===== src/rtl/dctq_rle_pkg.sv =====
// Shared types and the zigzag scan table for the DCTQ run-length encoder.
// Latency: not applicable (declarations only).
// Backpressure: not applicable.
package dctq_rle_pkg;

  localparam int DW_DEFAULT = 9;

  typedef enum logic [1:0] {
    S_IDLE,
    S_SCAN,
    S_EOB
  } state_t;

  typedef struct packed {
    logic [5:0]            run;
    logic [DW_DEFAULT-1:0] level;
    logic                  last;
  } token_t;

  // Scan index -> raster address (row*8+col) for the standard 8x8 zigzag.
  localparam logic [5:0] ZZ_TBL [64] = '{
    6'd0,  6'd1,  6'd8,  6'd16, 6'd9,  6'd2,  6'd3,  6'd10,
    6'd17, 6'd24, 6'd32, 6'd25, 6'd18, 6'd11, 6'd4,  6'd5,
    6'd12, 6'd19, 6'd26, 6'd33, 6'd40, 6'd48, 6'd41, 6'd34,
    6'd27, 6'd20, 6'd13, 6'd6,  6'd7,  6'd14, 6'd21, 6'd28,
    6'd35, 6'd42, 6'd49, 6'd56, 6'd57, 6'd50, 6'd43, 6'd36,
    6'd29, 6'd22, 6'd15, 6'd23, 6'd30, 6'd37, 6'd44, 6'd51,
    6'd58, 6'd59, 6'd52, 6'd45, 6'd38, 6'd31, 6'd39, 6'd46,
    6'd53, 6'd60, 6'd61, 6'd54, 6'd47, 6'd55, 6'd62, 6'd63
  };

  function automatic logic [5:0] zz(input logic [5:0] k);
    return ZZ_TBL[k];
  endfunction

endpackage


===== src/rtl/dctq_pingpong_ram.sv =====
// Two 64-entry coefficient banks: one write port, one synchronous read port.
// Latency: read data valid one clock after the address is presented.
// Backpressure: none; caller re-presents the address to re-read.
module dctq_pingpong_ram #(
  parameter int DW = 9
) (
  input  logic          clk,
  input  logic          wr_en,
  input  logic          wr_bank,
  input  logic [5:0]    wr_addr,
  input  logic [DW-1:0] wr_dat,
  input  logic          rd_bank,
  input  logic [5:0]    rd_addr,
  output logic [DW-1:0] rd_dat
);

  logic [DW-1:0] mem [128];
  logic [DW-1:0] rd_dat_q;

  // Write port: bank bit is the MSB of the flat address.
  always_ff @(posedge clk) begin
    if (wr_en) begin
      mem[{wr_bank, wr_addr}] <= wr_dat;
    end
  end

  // Synchronous read port, unconditionally re-read every cycle.
  always_ff @(posedge clk) begin
    rd_dat_q <= mem[{rd_bank, rd_addr}];
  end

  assign rd_dat = rd_dat_q;

endmodule


===== src/rtl/dctq_rle_encoder.sv =====
// Captures raster-order 8x8 quantized blocks into ping-pong banks, emits zigzag RLE tokens + EOB.
// Latency: DC token valid 3 clocks after the 64th coefficient write; one evaluation per clock.
// Backpressure: pending unaccepted token stalls the scan; hold asserted when both banks are full.
module dctq_rle_encoder
  import dctq_rle_pkg::*;
#(
  parameter int DW = DW_DEFAULT
) (
  input  logic          clk,
  input  logic          reset_n,
  input  logic [DW-1:0] dctq,
  input  logic          dctq_valid,
  input  logic [5:0]    addr,
  output logic          hold,
  output logic          rle_valid,
  output logic [5:0]    rle_run,
  output logic [DW-1:0] rle_level,
  output logic          rle_last,
  input  logic          rle_ready,
  output logic          overrun
);

  // Write side state
  logic          wb_q, wb_d;
  logic [5:0]    wcnt_q, wcnt_d;
  logic [1:0]    full_q, full_d, full_set, full_clr;
  logic          hold_q, hold_d;
  logic          overrun_q, overrun_d;
  logic          wr_en;

  // Read side state: k is the issue index, ek/ev the index/valid of the word being evaluated
  state_t        state_q, state_d;
  logic          rb_q, rb_d;
  logic [6:0]    k_q, k_d;
  logic [5:0]    run_q, run_d;
  logic          ev_q, ev_d;
  logic [5:0]    ek_q, ek_d;

  // Output register
  logic          rle_valid_q, rle_valid_d;
  logic [5:0]    rle_run_q, rle_run_d;
  logic [DW-1:0] rle_level_q, rle_level_d;
  logic          rle_last_q, rle_last_d;

  logic          stall;
  logic [5:0]    rd_addr;
  logic [DW-1:0] coef;

  dctq_pingpong_ram #(.DW(DW)) u_ram (
    .clk     (clk),
    .wr_en   (wr_en),
    .wr_bank (wb_q),
    .wr_addr (addr),
    .wr_dat  (dctq),
    .rd_bank (rb_q),
    .rd_addr (rd_addr),
    .rd_dat  (coef)
  );

  // Write counter, bank completion, registered hold and sticky overrun.
  always_comb begin
    wr_en     = dctq_valid & ~hold_q;
    wb_d      = wb_q;
    wcnt_d    = wcnt_q;
    full_set  = 2'b00;
    overrun_d = overrun_q | (dctq_valid & hold_q);
    if (wr_en) begin
      if (wcnt_q == 6'd63) begin
        full_set[wb_q] = 1'b1;
        wb_d           = ~wb_q;
        wcnt_d         = 6'd0;
      end else begin
        wcnt_d = wcnt_q + 6'd1;
      end
    end
    full_d = (full_q | full_set) & ~full_clr;
    // Look ahead at next-state flags so no write can slip into a full bank.
    hold_d = full_d[wb_d];
  end

  // Scan FSM, run counter and token register; a pending token freezes the pipeline.
  always_comb begin
    state_d     = state_q;
    rb_d        = rb_q;
    k_d         = k_q;
    run_d       = run_q;
    ev_d        = ev_q;
    ek_d        = ek_q;
    full_clr    = 2'b00;
    rle_valid_d = rle_valid_q & ~rle_ready;
    rle_run_d   = rle_run_q;
    rle_level_d = rle_level_q;
    rle_last_d  = rle_last_q;
    stall       = rle_valid_q & ~rle_ready;
    // While stalled, re-read the word under evaluation so the RAM output stays on it.
    rd_addr     = stall ? zz(ek_q) : zz(k_q[5:0]);

    case (state_q)
      S_IDLE: begin
        if (full_q[rb_q]) begin
          state_d = S_SCAN;
          k_d     = 7'd0;
          run_d   = 6'd0;
          ev_d    = 1'b0;
        end
      end
      S_SCAN: begin
        if (!stall) begin
          if (!k_q[6]) begin
            ev_d = 1'b1;
            ek_d = k_q[5:0];
            k_d  = k_q + 7'd1;
          end else begin
            ev_d = 1'b0;
          end
          if (ev_q) begin
            // DC always emits; run is 0 there since it was cleared on scan entry.
            if (ek_q == 6'd0 || coef != '0) begin
              rle_valid_d = 1'b1;
              rle_run_d   = run_q;
              rle_level_d = coef;
              rle_last_d  = 1'b0;
              run_d       = 6'd0;
            end else begin
              run_d = run_q + 6'd1;
            end
            if (ek_q == 6'd63) begin
              state_d = S_EOB;
            end
          end
        end
      end
      S_EOB: begin
        if (rle_valid_q && rle_last_q) begin
          if (rle_ready) begin
            full_clr[rb_q] = 1'b1;
            rb_d           = ~rb_q;
            state_d        = S_IDLE;
          end
        end else if (!stall) begin
          rle_valid_d = 1'b1;
          rle_run_d   = 6'd0;
          rle_level_d = '0;
          rle_last_d  = 1'b1;
        end
      end
      default: state_d = S_IDLE;
    endcase
  end

  // State registers with synchronous active-low reset; RAM contents are left alone.
  always_ff @(posedge clk) begin
    if (!reset_n) begin
      wb_q        <= 1'b0;
      wcnt_q      <= 6'd0;
      full_q      <= 2'b00;
      hold_q      <= 1'b0;
      overrun_q   <= 1'b0;
      state_q     <= S_IDLE;
      rb_q        <= 1'b0;
      k_q         <= 7'd0;
      run_q       <= 6'd0;
      ev_q        <= 1'b0;
      ek_q        <= 6'd0;
      rle_valid_q <= 1'b0;
      rle_run_q   <= 6'd0;
      rle_level_q <= '0;
      rle_last_q  <= 1'b0;
    end else begin
      wb_q        <= wb_d;
      wcnt_q      <= wcnt_d;
      full_q      <= full_d;
      hold_q      <= hold_d;
      overrun_q   <= overrun_d;
      state_q     <= state_d;
      rb_q        <= rb_d;
      k_q         <= k_d;
      run_q       <= run_d;
      ev_q        <= ev_d;
      ek_q        <= ek_d;
      rle_valid_q <= rle_valid_d;
      rle_run_q   <= rle_run_d;
      rle_level_q <= rle_level_d;
      rle_last_q  <= rle_last_d;
    end
  end

  assign hold      = hold_q;
  assign overrun   = overrun_q;
  assign rle_valid = rle_valid_q;
  assign rle_run   = rle_run_q;
  assign rle_level = rle_level_q;
  assign rle_last  = rle_last_q;

endmodule


===== config.mk =====
export PLATFORM = sky130hd
export DESIGN_NAME = dctq_rle_encoder
export DESIGN_NICKNAME = d
export VERILOG_FILES = /design/src/rtl/dctq_rle_pkg.sv /design/src/rtl/dctq_pingpong_ram.sv /design/src/rtl/dctq_rle_encoder.sv
export SDC_FILE = /design/constraint.sdc
export NUM_CORES = 2
export LEC_CHECK = 0
export CAP_MARGIN = 10
export CORE_MARGIN = 2
export CORE_UTILIZATION = 57
export DETAILED_ROUTE_END_ITERATION = 8
export GPL_TIMING_DRIVEN = 1
export HOLD_SLACK_MARGIN = 0.05
export PLACE_DENSITY = 0.8
export SETUP_SLACK_MARGIN = 0.3
export SLEW_MARGIN = 10
export SYNTH_ARGS = -nofsm -noshare
export SYNTH_HDL_FRONTEND = slang
export SYNTH_HIERARCHICAL = 1
export SYNTH_SLANG_ARGS = --single-unit

===== constraint.sdc =====
create_clock -name clk -period 5.5 [get_ports clk]
set_clock_uncertainty 0.05 [all_clocks]
set_input_delay 1.1 -clock clk [delete_from_list [all_inputs] [get_ports clk]]
set_output_delay 1.1 -clock clk [all_outputs]
set_load 0.1 [all_outputs]

==> impl_metrics.py <==
metrics = {
    "placement": {
        "place_congestion": 0.854,
        "portBuffers": 37,
        "hpwl_um": 66800,
    },
    "layout": {
        "regArea_sq_um": 35800,
        "layout_commonest_cell": "edfxtp_1",
        "nets": 2519,
        "layout-drive-gt1-share_pct": 27.7,
        "syn_to_final_growth_pct": 13.1,
        "multi_input_area_sq_um": 12000,
        "final_cell_mix": "edfxtp_1, mux4_2, nor2_1, clkbuf_16, buf_4",
        "fillers": 5161,
    },
    "clock_network": {
        "cts.sinks": 1212,
        "cts_tree": "done",
        "postCtsHoldBufs": 0,
        "cts_resized": 0,
        "cts_max_level": 3,
        "numCtsBuffers": 115,
        "clk_path_buf_depth": 3,
        "cts-root-buf": "clkbuf_16",
        "path_clk_slew_ns": 0.06,
        "postCtsSetupRepairBufs": 0,
        "clock_latency_ns": 0.69,
    },
    "global_route": {
        "antenna_found_initial": 11,
        "grt_pass1_vias": 25000,
        "busiest_layer": "met2",
        "grt_max_degree": 86,
        "grt_util_met3_pct": 6.13,
        "grt_pass1_wl_um": 175000,
        "grt_util_met2_pct": 46.1,
        "grt-ovfl-total": 0,
        "track_usage_pct": 28.1,
        "grtUsageMet1_pct": 38.3,
    },
    "yosys": {
        "synth_edf_count": 1152,
        "synth.avg_cell_area_sq_um": 20.9,
        "async_flop_share_pct": 0,
        "syn_area_sq_um": 48300,
        "ys_warn_count": 6,
        "ys_seq_elements": 1212,
        "synthFlopType": "edfxtp_1",
        "syn_nets": 2373,
        "ys_types": 57,
        "yosysSeqAreaShare_pct": 74.0,
        "syn_inst": 2318,
    },
    "power_and_ir_drop": {
        "seq_power_share_pct": 54.6,
        "p_int_uw": 14900,
        "p_comb_share_pct": 1.5,
        "ir_drop_uv": 276,
        "swShare_pct": 19.9,
        "switchingPower_uw": 3700,
        "p_leak_uw": 0.0165,
        "clock_power_share_pct": 44.0,
        "p_per_area_nw_per_um2": 340,
    },
    "critical_path": {
        "critPathRequiredTime_ns": 6.01,
        "cp.arrival_ns": 5.49,
        "cp-start-kind": "register",
        "end_kind": "register",
        "path_max_fanout": 28,
        "crit_type": "reg -> reg",
    },
    "timing": {
        "whs_ns": 0.402,
        "slew_headroom_pct": 25.9,
        "rsz0062_at_grt": "no",
        "worstMarginPinSlew_ns": 1.11,
        "setup-tns-final_ns": 0,
        "setup_viol": 0,
        "hold_violations": 0,
        "post-route-min-period_ns": 4.98,
        "fmax_mhz": 201,
        "drv_slew": 0,
        "period_share_pct": 90.5,
    },
    "floorplan": {
        "start_util_pct": 57.7,
        "ios": 38,
        "die_w_um": 295,
        "rows": 106,
        "dieHeight_um": 295,
        "dieArea_sq_um": 87200,
        "core-area_sq_um": 83800,
    },
    "detailed_routing": {
        "drt_iter0_drc": 3080,
        "wl_per_cell_um": 32.3,
        "drc": 0,
        "route.vias.total": 25000,
        "vias_per_cell": 6.76,
        "detail-route-antenna-nets": 0,
        "first_pass_iters": 7,
        "drt_wl_total_um": 119000,
    },
    "outcome": {
        "status": "complete, no violations",
    },
    "run": {
        "max_cap_viol_count": 0,
    },
    "min_path": {
        "hold_path_class": "reg -> reg",
    },
}
cell usage after synthesis (8+ instances only):
cell      number  area (sq um)
nand2b_1      14          87.6
ha_1          36           450
buf_1         19          71.3
nor2b_1       18           113
clkbuf_1      82           308
inv_1         17          63.8
mux2i_1       15           150
nand3_1       55           275
mux4_2       380          8560
buf_4         12          90.1
o21ai_0       41           205
edfxtp_1    1152         34600
buf_2         18          90.1
dfxtp_1       60          1200
a21oi_1       41           205
nand4_1        8          50.1
a211oi_1      11          82.6
nor3_1        18          90.1
mux2_2        10           113
nor2_1       166           623
nand2_1       52           195
cell families (layout without fill, tap and decap cells):
group	Yosys count	count (layout)	share of synthesized area, %
adder cells (fa/ha/maj)	36	36	0.932
AO/OA/AOI/OAI	142	142	1.86
other	0	1	0
AND/OR/NAND/NOR	361	361	3.41
buffers and inverters	154	398	1.37
flip-flops	1212	1212	74.0
XOR/XNOR	8	8	0.145
multiplexers	405	405	18.2
path summary, 6_finish.rpt:
path | start | to | slack (ns) | cells after the start
setup reg to reg | k_q[2] | u_ram/rd_dat[7] | 0.52 | 10
hold reg to reg | rle_run[5] | rle_run[5] | 0.40 | 2
setup / recovery | k_q[2] | u_ram/rd_dat[7] | 0.52 | 10
hold / removal | rle_run[5] | rle_run[5] | 0.40 | 2
power groups by stage:
stage	Sequential, uW	Combinational, uW	Clock, uW
2_1_floorplan	10300	56.4	0
3_3_place_gp	10300	246	0
3_5_place_dp	10300	266	0
4_1_cts	10100	269	8260
5_1_grt	10100	288	8560
6_report	10100	272	8170
flip-flops by register name, summed over array words and instances (netlist names):
signal        flops
rle_level         9
state_q           2
ek_q              6
full_q            2
rle_valid         1
u_ram/rd_dat      9
k_q               7
rle_run           6
overrun           1
ev_q              1
u_ram/mem      1152
rb_q              1
wb_q              1
rle_last          1
run_q             6
hold              1
wcnt_q            6
worst max-delay path: stages (launching register included):
cell      delay (ns)
dfxtp_1         0.92
nand2_1         0.32
a211oi_1        0.34
nor3_1          0.14
nor4_2          0.28
buf_12          0.31
buf_4           0.37
mux4_2          0.58
mux4_2          0.55
mux4_2          0.62
mux2_2          0.30
final cells by class:
cell class                      instances  area share [%]
Sequential cell                      1212            65.5
Clock buffer                          143            5.61
Antenna cell                            1         0.00458
Tap cell                             1134            2.60
Inverter                               21           0.144
Timing Repair Buffer                  162            2.79
Multi-Input combinational cell        952            21.9
Clock inverter                         72            1.50
per-layer routing:
| metal | part of all wire, % | vias up |
|---|---|---|
| li1 | - | 9931 |
| met2 | 50 | 1810 |
| met5 | 0.10 | - |
| met1 | 35 | 13000 |
| met4 | 3.4 | 12 |
| met3 | 11 | 280 |
metrics by stage:
stage                     area [sq um]  utilization (%)  setup slack [ns]  instances  power [uW]
after floorplan                  48300                -             0.894       2318       10400
after global placement           50800             60.6           -0.0431       3481       10600
after detailed placement         50800             60.6           0.00653       3481       10600
after CTS                        54700             65.2             0.548       3696       18700
after global routing             54700             65.2             0.381       3696       19000
final                            54700             65.2             0.521       3697       18600
Note: power is estimated with default switching activity, not from simulation.
